`src/rtl/fir_inverse_decoder_if.sv`:
```
// ---------------------------------------------------------------------------
// fir_inverse_decoder_if
//
// Purpose : groups the sample stream and status signals of the FIR inverse
//           decoder into one bundle. The producer side (the block feeding
//           filtered samples and reading recovered ones) uses 'master'; the
//           decoder itself uses 'slave'.
//
// Signals :
//   y_in     [WORD_SIZE_OUT] filtered sample y[n], unsigned
//   y_valid                  y_in carries a new sample this cycle
//   resync                   clear history and leave FAULT (single-cycle pulse)
//   x_out    [SAMPLE_SIZE]   recovered sample x[n], registered
//   x_valid                  one-cycle pulse per recovered sample
//   err                      sticky decode-fault flag
//   x_count  [16]            saturating count of recovered samples
// ---------------------------------------------------------------------------
interface fir_inverse_decoder_if #(
  parameter int unsigned SAMPLE_SIZE   = 4,
  parameter int unsigned WORD_SIZE_OUT = 12
);

  logic [WORD_SIZE_OUT-1:0] y_in;
  logic                     y_valid;
  logic                     resync;
  logic [SAMPLE_SIZE-1:0]   x_out;
  logic                     x_valid;
  logic                     err;
  logic [15:0]              x_count;

  modport master (
    output y_in,
    output y_valid,
    output resync,
    input  x_out,
    input  x_valid,
    input  err,
    input  x_count
  );

  modport slave (
    input  y_in,
    input  y_valid,
    input  resync,
    output x_out,
    output x_valid,
    output err,
    output x_count
  );

endinterface : fir_inverse_decoder_if

```
`src/rtl/fir_inverse_decoder.sv`:
```
// ---------------------------------------------------------------------------
// fir_inverse_decoder
//
// Purpose : recovers the original sample stream x[n] from the output of a
//           known 7-tap FIR  y[n] = sum_{k=0..6} Bk * x[n-k].
//           Each accepted y is decoded in a single cycle against the six most
//           recently recovered samples:
//             r    = y[n] - sum_{k=1..6} Bk * h[k]
//             x[n] = r / B0
//           A sample whose residual is negative, not a multiple of B0, or
//           whose quotient does not fit SAMPLE_SIZE bits means the stream has
//           lost lock; the block then raises a sticky err and ignores input
//           until resync (or reset).
//
// Ports   :
//   clock  rising-edge clock
//   reset  synchronous, active-high; dominates every other input
//   bus    fir_inverse_decoder_if.slave (y_in, y_valid, resync in;
//          x_out, x_valid, err, x_count out)
//
// Parameters:
//   SAMPLE_SIZE    width of a recovered sample
//   WORD_SIZE_OUT  width of a filtered input word
//   B0..B6         4-bit unsigned filter coefficients; B0 must be nonzero
// ---------------------------------------------------------------------------
module fir_inverse_decoder #(
  parameter int unsigned SAMPLE_SIZE   = 4,
  parameter int unsigned WORD_SIZE_OUT = 12,
  parameter logic [3:0]  B0            = 4'd2,
  parameter logic [3:0]  B1            = 4'd5,
  parameter logic [3:0]  B2            = 4'd9,
  parameter logic [3:0]  B3            = 4'd14,
  parameter logic [3:0]  B4            = 4'd9,
  parameter logic [3:0]  B5            = 4'd5,
  parameter logic [3:0]  B6            = 4'd2
) (
  input  logic                  clock,
  input  logic                  reset,
  fir_inverse_decoder_if.slave  bus
);

  // -------------------------------------------------------------------------
  // Sizing
  // -------------------------------------------------------------------------
  // The tap sum is at most 6 * 15 * (2^SAMPLE_SIZE - 1) < 2^(SAMPLE_SIZE+7).
  // Two extra bits over the wider of the two operands give a sign bit plus
  // headroom, so the subtraction can never wrap.
  localparam int R_W = ((WORD_SIZE_OUT > SAMPLE_SIZE + 7) ?
                        WORD_SIZE_OUT : SAMPLE_SIZE + 7) + 2;

  localparam logic [R_W-1:0] X_MAX  = R_W'((1 << SAMPLE_SIZE) - 1);
  localparam logic [R_W-1:0] DIV_B0 = R_W'(B0);
  localparam logic [15:0]    CNT_MAX = 16'hFFFF;

  // History taps B1..B6, indexed like h[k].
  localparam logic [3:0] COEF [1:6] = '{B1, B2, B3, B4, B5, B6};

  // -------------------------------------------------------------------------
  // State
  // -------------------------------------------------------------------------
  typedef enum logic {
    ST_RUN,
    ST_FAULT
  } state_e;

  typedef logic [SAMPLE_SIZE-1:0] sample_t;

  state_e   state_q,   state_d;
  sample_t  hist_q [1:6];
  sample_t  hist_d [1:6];
  sample_t  x_out_q,   x_out_d;
  logic     x_valid_q, x_valid_d;
  logic     err_q,     err_d;
  logic [15:0] x_count_q, x_count_d;

  // -------------------------------------------------------------------------
  // Residual and decode check (single combinational stage)
  // -------------------------------------------------------------------------
  logic [R_W-1:0]        tap_sum;
  logic signed [R_W-1:0] residual;
  logic [R_W-1:0]        res_mag;
  logic [R_W-1:0]        quot;
  logic [R_W-1:0]        rem;
  logic                  decode_ok;

  // NOTE: every variable assigned in an always_comb block gets a value before
  // any conditional logic, so no path can leave it unassigned and infer a latch.
  always_comb begin
    tap_sum = '0;
    for (int k = 1; k <= 6; k++) begin
      tap_sum = tap_sum + R_W'(COEF[k]) * R_W'(hist_q[k]);
    end
  end

  always_comb begin
    residual  = signed'(R_W'(bus.y_in)) - signed'(tap_sum);
    res_mag   = unsigned'(residual);
    // Only meaningful when the residual is non-negative; decode_ok gates it.
    quot      = res_mag / DIV_B0;
    rem       = res_mag % DIV_B0;
    decode_ok = !residual[R_W-1] && (rem == '0) && (quot <= X_MAX);
  end

  // -------------------------------------------------------------------------
  // Next-state / output logic
  // -------------------------------------------------------------------------
  always_comb begin
    state_d   = state_q;
    hist_d    = hist_q;
    x_out_d   = x_out_q;
    x_valid_d = 1'b0;          // x_valid is a pulse; it only rises on a decode
    err_d     = err_q;
    x_count_d = x_count_q;

    if (bus.resync) begin
      // resync wins over a coincident y_valid; that sample is discarded.
      state_d   = ST_RUN;
      hist_d    = '{default: '0};
      x_out_d   = '0;
      err_d     = 1'b0;
      x_count_d = '0;
    end else begin
      case (state_q)
        ST_RUN: begin
          if (bus.y_valid) begin
            if (decode_ok) begin
              x_out_d   = quot[SAMPLE_SIZE-1:0];
              x_valid_d = 1'b1;
              hist_d[1] = quot[SAMPLE_SIZE-1:0];
              for (int k = 2; k <= 6; k++) begin
                hist_d[k] = hist_q[k-1];
              end
              if (x_count_q != CNT_MAX) begin
                x_count_d = x_count_q + 16'd1;
              end
            end else begin
              // Lost lock: freeze everything except the fault indication.
              err_d   = 1'b1;
              state_d = ST_FAULT;
            end
          end
        end

        ST_FAULT: begin
          // Input is ignored until resync or reset.
          err_d = 1'b1;
        end

        default: begin
          state_d = ST_RUN;
        end
      endcase
    end
  end

  // -------------------------------------------------------------------------
  // Registers
  // -------------------------------------------------------------------------
  // NOTE: sequential state uses non-blocking assignments so every flop samples
  // the values from before the edge, independent of statement order.
  always_ff @(posedge clock) begin
    if (reset) begin
      // History is part of the decoder's arithmetic state, so it is cleared
      // together with the control flops rather than left undefined.
      state_q   <= ST_RUN;
      hist_q    <= '{default: '0};
      x_out_q   <= '0;
      x_valid_q <= 1'b0;
      err_q     <= 1'b0;
      x_count_q <= '0;
    end else begin
      state_q   <= state_d;
      hist_q    <= hist_d;
      x_out_q   <= x_out_d;
      x_valid_q <= x_valid_d;
      err_q     <= err_d;
      x_count_q <= x_count_d;
    end
  end

  // -------------------------------------------------------------------------
  // Outputs
  // -------------------------------------------------------------------------
  assign bus.x_out   = x_out_q;
  assign bus.x_valid = x_valid_q;
  assign bus.err     = err_q;
  assign bus.x_count = x_count_q;

endmodule : fir_inverse_decoder

```
`src/flat_wrapper.sv`:
```
// flat-port wrapper written by rule: the top's interface ports become plain ports
module fir_inverse_decoder_flat 
#(
  parameter int unsigned SAMPLE_SIZE   = 4,
  parameter int unsigned WORD_SIZE_OUT = 12,
  parameter logic [3:0]  B0            = 4'd2,
  parameter logic [3:0]  B1            = 4'd5,
  parameter logic [3:0]  B2            = 4'd9,
  parameter logic [3:0]  B3            = 4'd14,
  parameter logic [3:0]  B4            = 4'd9,
  parameter logic [3:0]  B5            = 4'd5,
  parameter logic [3:0]  B6            = 4'd2
)
  (clock, reset, bus_y_in, bus_y_valid, bus_resync, bus_x_out, bus_x_valid, bus_err, bus_x_count);
  fir_inverse_decoder_if #(.SAMPLE_SIZE(SAMPLE_SIZE), .WORD_SIZE_OUT(WORD_SIZE_OUT)) bus_i ();
  input  logic clock;
  input  logic reset;
  input wire logic [$bits(bus_i.y_in)-1:0] bus_y_in;
  input wire logic [$bits(bus_i.y_valid)-1:0] bus_y_valid;
  input wire logic [$bits(bus_i.resync)-1:0] bus_resync;
  output wire logic [$bits(bus_i.x_out)-1:0] bus_x_out;
  output wire logic [$bits(bus_i.x_valid)-1:0] bus_x_valid;
  output wire logic [$bits(bus_i.err)-1:0] bus_err;
  output wire logic [$bits(bus_i.x_count)-1:0] bus_x_count;
  assign bus_i.y_in = bus_y_in;
  assign bus_i.y_valid = bus_y_valid;
  assign bus_i.resync = bus_resync;
  assign bus_x_out = bus_i.x_out;
  assign bus_x_valid = bus_i.x_valid;
  assign bus_err = bus_i.err;
  assign bus_x_count = bus_i.x_count;
  fir_inverse_decoder #(.SAMPLE_SIZE(SAMPLE_SIZE), .WORD_SIZE_OUT(WORD_SIZE_OUT), .B0(B0), .B1(B1), .B2(B2), .B3(B3), .B4(B4), .B5(B5), .B6(B6)) u_core (.clock(clock), .reset(reset), .bus(bus_i));
endmodule
```
`config.mk`:
```
export PLATFORM = sky130hd
export DESIGN_NAME = fir_inverse_decoder_flat
export DESIGN_NICKNAME = d
export VERILOG_FILES = /design/src/rtl/fir_inverse_decoder_if.sv /design/src/rtl/fir_inverse_decoder.sv /design/src/flat_wrapper.sv
export SDC_FILE = /design/constraint.sdc
export NUM_CORES = 1
export LEC_CHECK = 0
export CAP_MARGIN = 10
export CELL_PAD_IN_SITES_DETAIL_PLACEMENT = 0
export CELL_PAD_IN_SITES_GLOBAL_PLACEMENT = 1
export CORE_MARGIN = 2
export CORE_UTILIZATION = 45
export CTS_BUF_LIST = sky130_fd_sc_hd__clkbuf_8
export DETAILED_ROUTE_END_ITERATION = 10
export DONT_BUFFER_PORTS = 1
export PLACE_DENSITY = 0.73
export SETUP_SLACK_MARGIN = 0.02
export SKIP_LAST_GASP = 1
export SLEW_MARGIN = 20
export SYNTH_ARGS = -nofsm -noshare
export SYNTH_HDL_FRONTEND = slang
export SYNTH_SLANG_ARGS = --single-unit
```
`constraint.sdc`:
```
create_clock -name clock -period 13.1 [get_ports clock]
set_clock_uncertainty 0.1 [all_clocks]
set_input_delay 2.62 -clock clock [delete_from_list [all_inputs] [get_ports clock]]
set_output_delay 2.62 -clock clock [all_outputs]
set_load 0.01 [all_outputs]
```
* Word level (Yosys, flattened, before mapping) *
Cells that the tools add are included.

operators by class
  bitwise operators = 2
  $mul = 5
  mux-type cells = 7
  reduce and logical (&&, ||, !) cells = 9
  shifts and indexed selects = 0
  div/mod/pow operators = 0
  $add $sub $neg = 7
  $lt $le $gt $ge = 1
  equality and inequality tests = 3

operators with widths
  cell                     number
  $add A14 B8 Y14          2
  $mul A3 B4 Y7 const A    3
  $add A16 B1 Y16 const B  1
  $mul A4 B4 Y8 const A    2
  $ne A16 B16 Y1 const B   1
  $add A14 B5 Y14          1
  $add A14 B7 Y14          1
  $logic_not A14 Y1        1
  $sub A13 B14 Y14         1
  $le A13 B4 Y1 const B    1
  $add A7 B8 Y9            1
  $mux W1                  6
  $ne A2 B2 Y1 const B     2
  $reduce_and A4 Y1        1
  $reduce_or A4 Y1         1
  $reduce_and A3 Y1        1
  $logic_and A1 B1 Y1      2
  $not A1 Y1               2
  $pmux W1 S2              1
  $reduce_and A2 Y1        1
  $reduce_or A2 Y1         1
  $logic_not A1 Y1         1

storage, ports and cells
  memories kept = 0
  output and inout bits = 22
  bits in read-only memories = 0
  bits of input ports = 16
  register bits = 43
  memory bits (writable) = 0
  word-level logic and storage cells = 44
  latch bits = 0

* Depth between registers and ports, before layout *
Gate-level depths: netlist of the first run.

  word-level depth = 13
  mapped depth = 33
  depth with buffers taken out = 30

* Worst setup path after synthesis of the first run *
No wires, ideal clock.

  path type = reg2reg
  from = reg u_core.hist_q[21] (netlist name)
  to = reg u_core.x_count_q[11] (netlist: u_core.bus.x_count[11])
  clock period less this slack = 7.030 ns
  slack = 6.070 ns
  data arrival time = 6.798 ns
  library setup time = 0.132 ns
  path buffers = 3
  required time = 12.868 ns
  cell stages (with the launch flop) = 30
  cells stage by stage = dfxtp_1 ha_1 ha_1 ha_1 ha_1 ha_1 a21oi_1 o21bai_1 a21oi_1 xnor2_1 ha_1 inv_1 fa_1 inv_1 ha_1 fa_1 fa_1 inv_1 ha_1 buf_2 a21oi_1 nand2b_1 a31o_2 o311ai_1 nor4_4 nand4_4 buf_6 clkbuf_1 o21ai_0 a21oi_1

on the way
  cells in the longest elaborated chain, start to end = 11
  elaborated cells between the ends (all ways) = 12
  classes of those cells = add/sub (6); mul (1); order compare (1); reduce/logical (4)

RTL lines
  what                                                                   RTL line                    RTL
  from (decl)                                                            fir_inverse_decoder.sv:69   sample_t hist_q [1:6];
  from (signal assigned)                                                 fir_inverse_decoder.sv:173  hist_q <= hist_d;
  $mul A3 B4 Y7 (*)                                                      fir_inverse_decoder.sv:91   tap_sum = tap_sum + R_W'(COEF[k]) * R_W'(hist_q[k]);
  $add A7 B8 Y9 (*)                                                      fir_inverse_decoder.sv:91
  $add A14 B8 Y14 (*) (2 in series)                                      fir_inverse_decoder.sv:91
  $add A14 B7 Y14 (*)                                                    fir_inverse_decoder.sv:91
  $add A14 B5 Y14 (*)                                                    fir_inverse_decoder.sv:91
  $sub A13 B14 Y14 (*)                                                   fir_inverse_decoder.sv:96   residual = signed'(R_W'(bus.y_in)) - signed'(tap_sum);
  parallel branches: the longest is 2 deep, another holds $le A13 B4 Y1  --
  $logic_and A1 B1 Y1 (*)                                                fir_inverse_decoder.sv:101  decode_ok = !residual[R_W-1] && (rem == '0) && (quot <= X_MAX);
  $reduce_and A4 Y1 (no source line) (*)                                 --
  to (signal assigned)                                                   fir_inverse_decoder.sv:177  x_count_q <= x_count_d;
  to (decl)                                                              fir_inverse_decoder.sv:74   logic [15:0] x_count_q, x_count_d;

Every way passes the cells marked *.
A chain may end at the register's enable or synchronous reset.

* Final worst setup path of the first run *
  from = reg u_core.hist_q[21] (netlist name)
  to = reg u_core.x_count_q[2] (netlist: u_core.bus.x_count[2])

The elaborated chain is that of the path after synthesis.

==> results.sh, run 1 <==
export IMPL_seqPwrFrac_pct=49.0
export IMPL_dp_hpwl_um=6920
export IMPL_rsz0062_at_grt="false"
export IMPL_yosys_top_cells_count="inv_1, ha_1, nand2_1"
export IMPL_diodes=0
export IMPL_final_nets=614
export IMPL_clkTransAtPathRegs_ps=80
export IMPL_crit_buf_inv=3
export IMPL_grt_max_degree=44
export IMPL_period_minus_slack_ps=7840
export IMPL_multi_input_area_um2=3060
export IMPL_grt_first_pass_wirelength_um=14800
export IMPL_ys_seq_area_share_pct=19.7
export IMPL_synth_area_leaders="dfxtp_1, ha_1, fa_1"
export IMPL_setup_violations=0
export IMPL_hold_violations=0
export IMPL_cts_resized_gates=0
export IMPL_powerDensity_nw_per_um2=59.5
export IMPL_p_leak_nw=1.98
export IMPL_via_per_inst=5.20
export IMPL_grt_usage_pct=17.7
export IMPL_antenna_found_initial=0
export IMPL_synth_edff_count=0
export IMPL_cts_root_buf="clkbuf_8"
export IMPL_critPathArrivalTime_ps=7950
export IMPL_die_w_um=103
export IMPL_post_cts_buffers=0
export IMPL_startpoint_type="register"
export IMPL_cts_hold_buf=0
export IMPL_num_io_pins=38
export IMPL_setup_tns_ps=0
export IMPL_wl_per_cell_um=13.9
export IMPL_final_util_pct=48.2
export IMPL_yosys_most_used_dff="dfxtp_1"
export IMPL_syn_cell_area_um2=4370
export IMPL_area_delta_synth_final_pct=2.89
export IMPL_worstSkewPairLatency_ps=290
export IMPL_yosysTopAreaCell="dfxtp_1"
export IMPL_synth_top_area_share_pct=19.7
export IMPL_first_pass_iters=4
export IMPL_start_util_pct=46.9
export IMPL_grt_pass1_vias=3101
export IMPL_min_period_over_period_pct=59.8
export IMPL_cts_path_max_buffers=2
export IMPL_tightestPinTransition_ps=846
export IMPL_drc=0
export IMPL_cp_max_fo=27
export IMPL_clkPwrFrac_pct=32.5
export IMPL_syn_nets=631
export IMPL_slew_headroom_pct=43.6
export IMPL_crit_top_cell="ha_1"
export IMPL_ant_nets=0
export IMPL_worstSetupPathType="reg2reg"
export IMPL_numPortBuffers=0
export IMPL_ys_warn_count=0
export IMPL_slowest_delay_ps=590
export IMPL_nFillCells=932
export IMPL_hp_class="reg2reg"
export IMPL_drtIter0Drc=95
export IMPL_coreArea_um2=9330
export IMPL_num_rows=35
export IMPL_synthDistinctLibCells=50
export IMPL_grt_overflow=0
export IMPL_synth_most_common_cell="inv_1"
export IMPL_cp_slowest_cell="or4_1"
export IMPL_drv_slew=0
export IMPL_avgSynthCellArea_um2=8.54
export IMPL_irDropWorstVdd_mv=0.0745
export IMPL_p_switching_w=0.0000759
export IMPL_combinationalPowerShare_pct=18.5
export IMPL_critPathRequiredTime_ps=13220
export IMPL_status="finished clean"
export IMPL_gp_congestion=0.887
export IMPL_wirelength_um=8670
export IMPL_critPathCaptureType="register"
export IMPL_num_vias=3251
export IMPL_syn_inst=512
export IMPL_ys_ff_latch=43
export IMPL_cts_buffers=5
export IMPL_fmax_mhz=128
export IMPL_cts_sinks=43
export IMPL_p_int_w=0.000192
export IMPL_h_tree_depth=2
export IMPL_die_y_um=103
export IMPL_drv_cap=0
export IMPL_sw_frac_of_total_pct=28.3
export IMPL_cts_tree="built"
export IMPL_cp_top_family="adder cells"
export IMPL_async_flop_share_pct=0
export IMPL_drive_above_1_share_pct=2.82
export IMPL_seqCellArea_um2=861
export IMPL_dieArea_um2=10500
## cells by family after synthesis
logic type	share of synthesized area (%)
AOI/OAI and AO/OA	15.2
xor gates and xnor gates	3.00
adders and majority gates	35.8
buffers and inverters	10.4
DFF	19.7
muxes	0.687
and+or+nand+nor	15.2
## path summary, 6_finish.rpt
path	from	end	slack, ps	cells after the start
setup / recovery	u_core.hist_q[21]	u_core.bus.x_count[2]	5260	26
hold / removal	u_core.hist_q[2]	u_core.hist_q[2]	370	2
setup reg to reg	u_core.hist_q[21]	u_core.bus.x_count[2]	5260	26
hold reg to reg	u_core.hist_q[2]	u_core.hist_q[2]	370	2
## final cells by class
type                       count  share of cell area [%]
multi-input combinational    358                    67.9
tap                          129                    3.59
inverter                      87                    7.26
sequential                    43                    19.1
clock inverter                 2                   0.278
clock buffer                   6                    1.83
## per-layer routing
layer / share of wire [%] / global-route usage [%] / up-vias / wire length [um]
li1: - / - / 1660 / -
met1: 48 / 24.6 / 1529 / 4170
met2: 48 / 29.6 / 58 / 4130
met3: 3.7 / 2.58 / 4 / 325
met4: 0.53 / 3.28 / 0 / 46
met5: 0 / 0 / - / 0
## power by group through the flow
| stage | Clock, W | Combinational [W] | Sequential (W) |
|---|---|---|---|
| final | 0.0000870 | 0.0000496 | 0.000131 |
| after global routing | 0.0000942 | 0.0000557 | 0.000131 |
| after CTS | 0.0000898 | 0.0000508 | 0.000131 |
| after detailed placement | 0 | 0.0000504 | 0.000134 |
| after global placement | 0 | 0.0000497 | 0.000134 |
| after floorplan | 0 | 0.0000381 | 0.000134 |
## flip-flops by register name (all words and copies together), names as in the netlist
name	cells
u_core.state_q	1
u_core.hist_q	24
u_core.bus.x_valid	1
u_core.bus.x_count	16
u_core.bus.err	1
## cells in the final DEF (no fill, tap or decap), types with 13 or more instances in the layout
cell type  Yosys  routed
ha_1          66      66
dfxtp_1       43      43
fa_1          37      37
inv_1         87      88
or3_1         13      13
nand2_1       55      55
a21oi_1       54      54
nor2_1        15      15
o21ai_0       20      20
## stage by stage
step	hold slack [ps]	total power (W)	cell area [um^2]	std cells	setup slack [ps]
after detailed placement	354	0.000185	4410	617	5270
final	366	0.000268	4500	625	5260
after floorplan	336	0.000172	4370	512	6070
after global placement	350	0.000184	4410	617	5280
after global routing	382	0.000281	4500	625	4710
after CTS	365	0.000272	4500	625	5200
## worst register-to-register path, cell delays in order, from the launching register on
cell	delay, ps
dfxtp_1	480
ha_1	290
ha_1	280
ha_1	290
ha_1	280
ha_1	340
a21oi_1	210
o21bai_1	90
a21oi_1	220
xnor2_1	100
ha_1	270
inv_1	50
fa_1	520
inv_1	40
ha_1	300
fa_1	490
fa_1	550
inv_1	40
ha_1	420
a21oi_1	300
nand2b_1	140
a31o_2	150
o311ai_1	140
nor4_4	510
nand4_4	440
or4_1	600
a21oi_1	150
(Power assumes the default switching activity.)
==> inputs of run 2 (changes only) <==
==> constraint.sdc (replaced) <==
create_clock -name clock -period 7.8 [get_ports clock]
set_clock_uncertainty 0.1 [all_clocks]
set_input_delay 1.56 -clock clock [delete_from_list [all_inputs] [get_ports clock]]
set_output_delay 1.56 -clock clock [all_outputs]
set_load 0.01 [all_outputs]
==> run 2 against run 1 <==
Clock power increased by 75%. Final cell count increased by 1.4%. Power increased by 71%. Core utilization increased by 0.83 points. Non-clock buffer count increased by 8. Worst setup slack got worse by 4800 ps. Fmax increased by 7.0%.
==> results.sh, run 2 (same netlist as run 1, synthesis figures left out) <==
export IMPL_status="finished clean"
export IMPL_largest_reg_flops=24
export IMPL_period_minus_slack_ps=7320
export IMPL_cts_buffers=5
export IMPL_fin_ws_ps=476
export IMPL_setup_violations=0
export IMPL_drv_cap=0
export IMPL_grtUsageMet2_pct=30.1
export IMPL_place_ws_ps=143
export IMPL_start_util_pct=46.9
export IMPL_diodes=0
export IMPL_dieArea_um2=10500
export IMPL_grt_max_degree=44
export IMPL_grt_busiest_layer="met2"
export IMPL_cts_path_max_buffers=2
export IMPL_power_w=0.000458
export IMPL_slew_headroom_pct=42.1
export IMPL_critPathRequiredTime_ps=7940
export IMPL_dp_hpwl_um=6990
export IMPL_wirelength_um=9000
export IMPL_reg2reg_slack_ps=480
export IMPL_hold_violations=0
export IMPL_worstSetupPathType="reg2reg"
export IMPL_numPortBuffers=0
export IMPL_wl_per_cell_um=14.2
export IMPL_via_per_inst=5.23
export IMPL_drtIter0Drc=122
export IMPL_num_io_pins=38
export IMPL_crit_path_start="u_core.hist_q[16]"
export IMPL_irDropWorstVdd_mv=0.0850
export IMPL_grt_pass1_vias=3152
export IMPL_worstSkewPairLatency_ps=300
export IMPL_first_pass_iters=4
export IMPL_coreArea_um2=9330
export IMPL_r2r_start="u_core.hist_q[16]"
export IMPL_ant_nets=0
export IMPL_reg2regPathDepth=26
export IMPL_grt_first_pass_wirelength_um=15000
export IMPL_setup_tns_ps=0
export IMPL_h_tree_depth=2
export IMPL_fmax_mhz=137
export IMPL_final_nets=623
export IMPL_critPathArrivalTime_ps=7460
export IMPL_drc=0
export IMPL_cts_hold_buf=0
export IMPL_cts_tree="built"
export IMPL_rsz0062_at_grt="false"
export IMPL_endpoint="u_core.bus.x_count[2]"
export IMPL_critPathCaptureType="register"
export IMPL_num_rows=35
export IMPL_powerDensity_nw_per_um2=100
export IMPL_hp_class="reg2reg"
export IMPL_layout_common_cells="inv_1, ha_1, nand2_1, a21oi_1, dfxtp_1"
export IMPL_nFillCells=906
export IMPL_p_leak_nw=2.01
export IMPL_num_vias=3316
export IMPL_antenna_found_initial=0
export IMPL_grt_overflow=0
export IMPL_rr_endpoint="u_core.bus.x_count[2]"
export IMPL_die_y_um=103
export IMPL_use_met1_pct=24.8
export IMPL_die_w_um=103
export IMPL_drive_above_1_share_pct=5.35
export IMPL_drv_slew=0
export IMPL_tightestPinTransition_ps=869
export IMPL_final_common_cell="inv_1"
export IMPL_gp_congestion=0.799
export IMPL_area_delta_synth_final_pct=4.66
export IMPL_largest_register="u_core.hist_q"
export IMPL_cts_sinks=43
export IMPL_cp_max_fo=8
export IMPL_grt_usage_pct=17.9
export IMPL_grt_use_met3_pct=2.98
export IMPL_startpoint_type="register"
export IMPL_cts_root_buf="clkbuf_8"
export IMPL_final_util_pct=49.1
export IMPL_min_period_over_period_pct=93.9
export IMPL_clkTransAtPathRegs_ps=100
[run 2: changes by cell type in the layout (fill, tap and decap cells not counted), sizes merged]
cell / delta
clkinvlp: +2
nand4: +1
clkinv: -1
clkbuf: -1
buf: +8
[run 2: layer usage]
| layer | part of all wire [%] | routed length [um] |
|---|---|---|
| met5 | 0 | 0 |
| met4 | 0.69 | 62 |
| met3 | 3.9 | 354 |
| met2 | 49 | 4380 |
| met1 | 47 | 4200 |
[run 2: worst min-delay path by stage]
stage	cells past startpoint	end	start	slack [ps]
after floorplan	2	u_core.hist_q[0]	u_core.hist_q[0]	340
after detailed placement	2	u_core.hist_q[2]	u_core.hist_q[2]	350
after global placement	2	u_core.hist_q[0]	u_core.hist_q[0]	350
after CTS	2	u_core.hist_q[2]	u_core.hist_q[2]	370
final	2	u_core.hist_q[2]	u_core.hist_q[2]	370
after global routing	2	u_core.hist_q[2]	u_core.hist_q[2]	390
[run 2: critical path, stage by stage, from the launching register on]
cell and delay, ps:
dfxtp_1 400, ha_1 260, ha_1 280, ha_1 290
ha_1 280, ha_1 340, a21oi_1 220, xnor2_1 180
fa_1 460, inv_1 90, fa_1 440, fa_1 540
inv_1 50, fa_1 440, ha_1 280, inv_1 40
ha_1 410, o211ai_1 120, o21ai_1 300, xnor2_1 160
o311ai_0 230, nor4_4 260, buf_4 210, buf_4 140
nand4_4 110, or4_1 480, a21oi_1 140
[run 2: timing repair]
item | 4_1_cts | 5_1_grt
setup buffers | 0 | 2
hold endpoints to repair | 0 | 0
endpoints found under the setup margin | 0 | 40
resized for setup | 0 | 3
[run 2: power breakdown]
group,switching [W],internal [W],total (W)
sequential,0.000000439,0.000220,0.000220
clock,0.0000877,0.0000642,0.000152
combinational,0.0000535,0.0000320,0.0000855
total,0.000142,0.000316,0.000458
[run 2: through the flow]
stage	cell area (um^2)	instances	hold slack, ps
2_1_floorplan	4370	512	336
3_3_place_gp	4450	623	348
3_5_place_dp	4450	623	353
4_1_cts	4540	631	366
5_1_grt	4580	634	386
6_report	4580	634	367
[run 2: final cells by class]
type                       count  area [um^2]  share of cell area (%)
multi-input combinational    359         3080                    67.2
sequential                    43          861                    18.8
inverter                      87          327                    7.13
tap                          129          161                    3.53
clock buffer                   5         68.8                    1.50
timing repair buffer           8         60.1                    1.31
clock inverter                 3         23.8                   0.519
==> inputs of run 3 (changes only) <==
==> constraint.sdc (replaced) <==
create_clock -name clock -period 7.1 [get_ports clock]
set_clock_uncertainty 0.1 [all_clocks]
set_input_delay 1.42 -clock clock [delete_from_list [all_inputs] [get_ports clock]]
set_output_delay 1.42 -clock clock [all_outputs]
set_load 0.01 [all_outputs]
==> run 3 against run 2 <==
Power rose by 16%. Fmax rose by 7.1%. Combinational power rose by 35%. Sequential share of layout area fell by 1.5 points. Clock power rose by 15%. Core utilization rose by 4.5 points. Largest power group unchanged.
==> results.sh, run 3 (same netlist as run 1, synthesis figures left out) <==
export IMPL_drtIter0Drc=112
export IMPL_startpoint_type="register"
export IMPL_worstSetupPathType="reg2reg"
export IMPL_rr_endpoint="u_core.bus.x_count[2]"
export IMPL_wl_met3_um=404
export IMPL_final_nets=648
export IMPL_drive_above_1_share_pct=14.5
export IMPL_cp_top_family="adder cells"
export IMPL_num_io_pins=38
export IMPL_r2r_start="u_core.hist_q[21]"
export IMPL_coreArea_um2=9330
export IMPL_cp_max_fo=6
export IMPL_cts_path_max_buffers=2
export IMPL_cts_buffers=5
export IMPL_worstSkewPairLatency_ps=310
export IMPL_largest_register="u_core.hist_q"
export IMPL_drv_slew=0
export IMPL_min_period_over_period_pct=96.3
export IMPL_place_ws_ps=-276
export IMPL_slowest_delay_ps=520
export IMPL_p_switching_w=0.000163
export IMPL_first_pass_iters=4
export IMPL_h_tree_depth=2
export IMPL_reg2reg_slack_ps=260
export IMPL_layout_common_cells="inv_1, ha_1, nand2_1, a21oi_1, dfxtp_1"
export IMPL_critPathRequiredTime_ps=7230
export IMPL_crit_path_start="u_core.hist_q[21]"
export IMPL_hold_violations=0
export IMPL_irDropWorstVdd_mv=0.0873
export IMPL_hold_path_startpoint="u_core.hist_q[0]"
export IMPL_drv_cap=0
export IMPL_wl_met2_um=4790
export IMPL_wl_per_cell_um=14.8
export IMPL_tightestPinTransition_ps=881
export IMPL_hp_class="reg2reg"
export IMPL_grt_first_pass_wirelength_um=16200
export IMPL_cp_slowest_cell="or4_1"
export IMPL_die_w_um=103
export IMPL_route_top_layer_used="met4"
export IMPL_ant_nets=0
export IMPL_diodes=0
export IMPL_fmax_mhz=146
export IMPL_cts_tree="built"
export IMPL_seqPwrFrac_pct=45.5
export IMPL_final_common_cell="inv_1"
export IMPL_slew_headroom_pct=41.3
export IMPL_dieArea_um2=10500
export IMPL_grt_pass1_vias=3411
export IMPL_crit_buf_inv=4
export IMPL_antenna_found_initial=0
export IMPL_critPathCaptureType="register"
export IMPL_powerDensity_nw_per_um2=106
export IMPL_via_per_inst=5.28
export IMPL_num_vias=3481
export IMPL_area_delta_synth_final_pct=14.4
export IMPL_dp_hpwl_um=7430
export IMPL_cts_root_buf="clkbuf_8"
export IMPL_gp_congestion=0.857
export IMPL_cts_sinks=43
export IMPL_worstHoldEndpoint="u_core.hist_q[0]"
export IMPL_status="finished clean"
export IMPL_setup_tns_ps=0
export IMPL_nFillCells=900
export IMPL_drc=0
export IMPL_grt_max_degree=44
export IMPL_p_int_w=0.000369
export IMPL_wl_met1_um=4360
export IMPL_wirelength_um=9740
export IMPL_fin_ws_ps=261
export IMPL_period_minus_slack_ps=6840
export IMPL_clkTransAtPathRegs_ps=100
export IMPL_numPortBuffers=0
export IMPL_clkPwrFrac_pct=32.8
export IMPL_hold_depth=2
export IMPL_reg2regPathDepth=25
export IMPL_combinationalPowerShare_pct=21.7
export IMPL_p_leak_nw=2.15
export IMPL_setup_violations=0
export IMPL_grt_usage_pct=19.4
export IMPL_sw_frac_of_total_pct=30.6
export IMPL_largest_reg_flops=24
export IMPL_num_rows=35
export IMPL_start_util_pct=46.9
export IMPL_critPathArrivalTime_ps=6970
export IMPL_die_y_um=103
export IMPL_placedCellCount=647
export IMPL_grt_overflow=0
export IMPL_final_cells=659
-- run 3: cell types whose count changed in the layout (fill, tap and decap cells not counted), sizes merged --
cell      change
clkinvlp      -1
buf          +25
clkinv        +1
inv           -1
clkbuf        +1
-- run 3: power by group through the flow --
| stage | logic (W) | clock network (W) | registers [W] |
|---|---|---|---|
| 3_5_place_dp | 0.0000994 | 0 | 0.000248 |
| 5_1_grt | 0.000127 | 0.000186 | 0.000242 |
| 3_3_place_gp | 0.0000979 | 0 | 0.000248 |
| 2_1_floorplan | 0.0000703 | 0 | 0.000248 |
| 4_1_cts | 0.000109 | 0.000177 | 0.000242 |
| 6_report | 0.000115 | 0.000175 | 0.000242 |
-- run 3: layer usage --
| metal | GRT usage (%) | vias up |
|---|---|---|
| met3 | 3.53 | 10 |
| li1 | - | 1738 |
| met1 | 24.5 | 1668 |
| met2 | 34.2 | 65 |
| met4 | 4.72 | 0 |
| met5 | 0 | - |
-- run 3: timing repair --
action                                  4_1_cts  5_1_grt
pin swaps                                     5       21
gates resized for setup                      18       21
gates cloned                                  1        0
hold buffers                                  0        0
setup buffers                                 1        2
endpoints found under the setup margin       40       41
-- run 3: layout make-up --
cell class / instances / area, um^2 / area share, %
multi-input cells: 359 / 3280 / 65.5
inverters: 87 / 327 / 6.53
flip-flops and latches: 43 / 863 / 17.3
repair buffers: 33 / 277 / 5.53
clock buffers: 6 / 82.6 / 1.65
well taps: 129 / 161 / 3.23
clock inverters: 2 / 16.3 / 0.325
-- run 3: worst max path at each step --
stage | to | slack [ps] | depth (start not counted)
after CTS | u_core.bus.x_count[2] | 50 | 29
after floorplan | u_core.bus.x_count[11] | 70 | 29
after global routing | u_core.hist_q[21] | -40 | 32
after global placement | u_core.bus.x_count[3] | -90 | 26
final | u_core.bus.x_count[2] | 260 | 25
after detailed placement | u_core.bus.x_count[7] | -280 | 25
-- run 3: tightest hold or removal path, stage by stage, from the launching register on --
cell,delay (ps)
dfxtp_1,330
nand2_1,50
a21oi_1,50
-- run 3: metrics by stage --
step | total power (W) | cell area [um^2] | util (%) | hold WS [ps]
2_1_floorplan | 0.000318 | 4370 | - | 336
3_3_place_gp | 0.000346 | 4640 | 49.8 | 349
3_5_place_dp | 0.000347 | 4640 | 49.8 | 352
4_1_cts | 0.000528 | 4870 | 52.2 | 366
5_1_grt | 0.000556 | 5000 | 53.6 | 405
6_report | 0.000532 | 5000 | 53.6 | 367
==> RTL edit (config.mk and constraints of run 2) <==
Reset style: asynchronous (`reset`), changed in one clocked block.
--- a/src/rtl/fir_inverse_decoder.sv
+++ b/src/rtl/fir_inverse_decoder.sv
@@ -160,3 +160,3 @@
   // the values from before the edge, independent of statement order.
-  always_ff @(posedge clock) begin
+  always_ff @(posedge clock or posedge reset) begin
     if (reset) begin
Formal check against the unedited RTL: differs if reset is asserted again (counterexample within 4 cycles, from zero or initial values and one cycle with reset high); with reset held inactive, the same outputs for 4 cycles.
==> RTL edit against run 2 <==
  * Power grew 1.2%
  * Maximum frequency down 1.4%
  * Wire length up 20%
  * Non-clock buffer count up 6
  * Core utilization is 0.24 points lower
  * Synthesized area is 6.2% higher
  * Sequential cell count unchanged
  * Cell area rose by 8.7%
  * First-iteration DRC count decreased by 7.4%
  * Setup slack got worse by 0.11 ns
  * Die area is 5.9% higher
  * Hold slack better by 0.066 ns
  * Critical path type unchanged
  * Largest cell class unchanged
  * Largest power group unchanged
==> RTL edit: results (changes against run 2) <==
| Metric | Value |
|---|---|
| Worst rel slew slack | 0.617 (+0.196) |
| Tot Pwr | 463 uW (+1.2%) |
| CP Max Fanout | 11 (+3) |
| Slowest-stage cell, CP | or4_1 |
| Avg Cell Area, Syn | 9.04 um2 (+5.8%) |
| Outcome | finished clean |
| Placed Cells | 637 (+2.2%) |
| Metal2 WL | 5340 um (+22%) |
| 1st-iter DRT viols | 113 (-7.4%) |
| Pre-CTS WS | 0.155 ns (+0.0116 ns) |
| Vias per inst | 5.48 (+4.8%) |
| Final wirelength | 10,800 um (+20%) |
| Largest cells by area after synthesis | dfrtp_1 23%, ha_1 18%, fa_1 16% |
| Mux contribution to synthesized area | 0.0116 (+0.00472) |
| Placed instance area | 4780 um2 (+7.4%) |
| Gr usage total | 0.198 (+0.0192) |
| Layout cells sized above 1 | 0.0759 (+0.0224) |
| Post-synthesis xor/xnor area fraction | 0.0207 (-0.00929) |
| Filler cells | 1,002 (+11%) |
| Yosys cell types | 54 (+8.0%) |
| First-pass GRT wire length | 17,800 um (+18%) |
| Post-route insts no fill | 650 (+2.5%) |
| Synthesized-area fraction occupied by adder cells | 0.340 (-0.0181) |
| Largest net degree at the start of global routing | 45 (+2.3%) |
| Ys async rst share | 1.00 (+1.00) |
| NumNets Final | 633 (+1.6%) |
| Seq/Total Area, Yosys | 0.232 (+0.0349) |
| Routed met3 length | 447 um (+26%) |
| Vias in the first global route | 3,568 (+13%) |
| Commonest cells in the netlist | 95 x inv_1, 67 x ha_1, 53 x a21oi_1 |
| Met2 Track Usage GR | 0.335 (+0.0339) |
| Leakage Power | 0.00247 uW (+23%) |
| Combinational Power Share | 0.183 (-0.004) |
| Max reg flops | 21 (-13%) |
| M1 WL | 4790 um (+14%) |
| GPL Wtd Cong | 0.863 (+8.0%) |
| Main synth FF type | dfrtp_1 |
| Post-synthesis compound-gate area fraction | 0.134 (-0.0180) |
| Worst VDD drop | 0.0655 mV (-23%) |
| GRT met1 Usage | 0.269 (+0.0212) |
| Arr. time, crit path | 7.56 ns (+0.10 ns) |
| Port Buffers | 0 (unchanged) |
| Met3 Usage GRT | 0.0359 (+0.00604) |
| Internal power | 319 uW (+0.81%) |
| Detailed Place HPWL | 7930 um (+13%) |
==> RTL edit: path summary, 6_finish.rpt <==
kind                            depth (start not counted)  slack [ns]                     to               from
worst max-delay path                                   25        0.37  u_core.bus.x_count[5]  u_core.hist_q[16]
worst min-delay path                                    2        0.43       u_core.hist_q[3]   u_core.hist_q[3]
worst max register to register                         25        0.37  u_core.bus.x_count[5]  u_core.hist_q[16]
worst min register to register                          2        0.43       u_core.hist_q[3]   u_core.hist_q[3]
max in group asynchronous                               2        6.03       u_core.hist_q[9]              reset
min in group asynchronous                               2        1.18  u_core.bus.x_count[6]              reset
==> RTL edit: what timing repair did <==
action,4_1_cts,5_1_grt
setup buffers,0,3
endpoints found under the setup margin,0,20
resized for setup,0,10
==> RTL edit: cell type report <==
type                       count  area, um2  share of cell area
inverter                      95        357              0.0717
clock inverter                 3       23.8             0.00478
tap                          136        170              0.0342
multi-input combinational    354       3170               0.637
timing repair buffer          14        109              0.0219
sequential                    43       1080               0.216
clock buffer                   5       68.8              0.0138
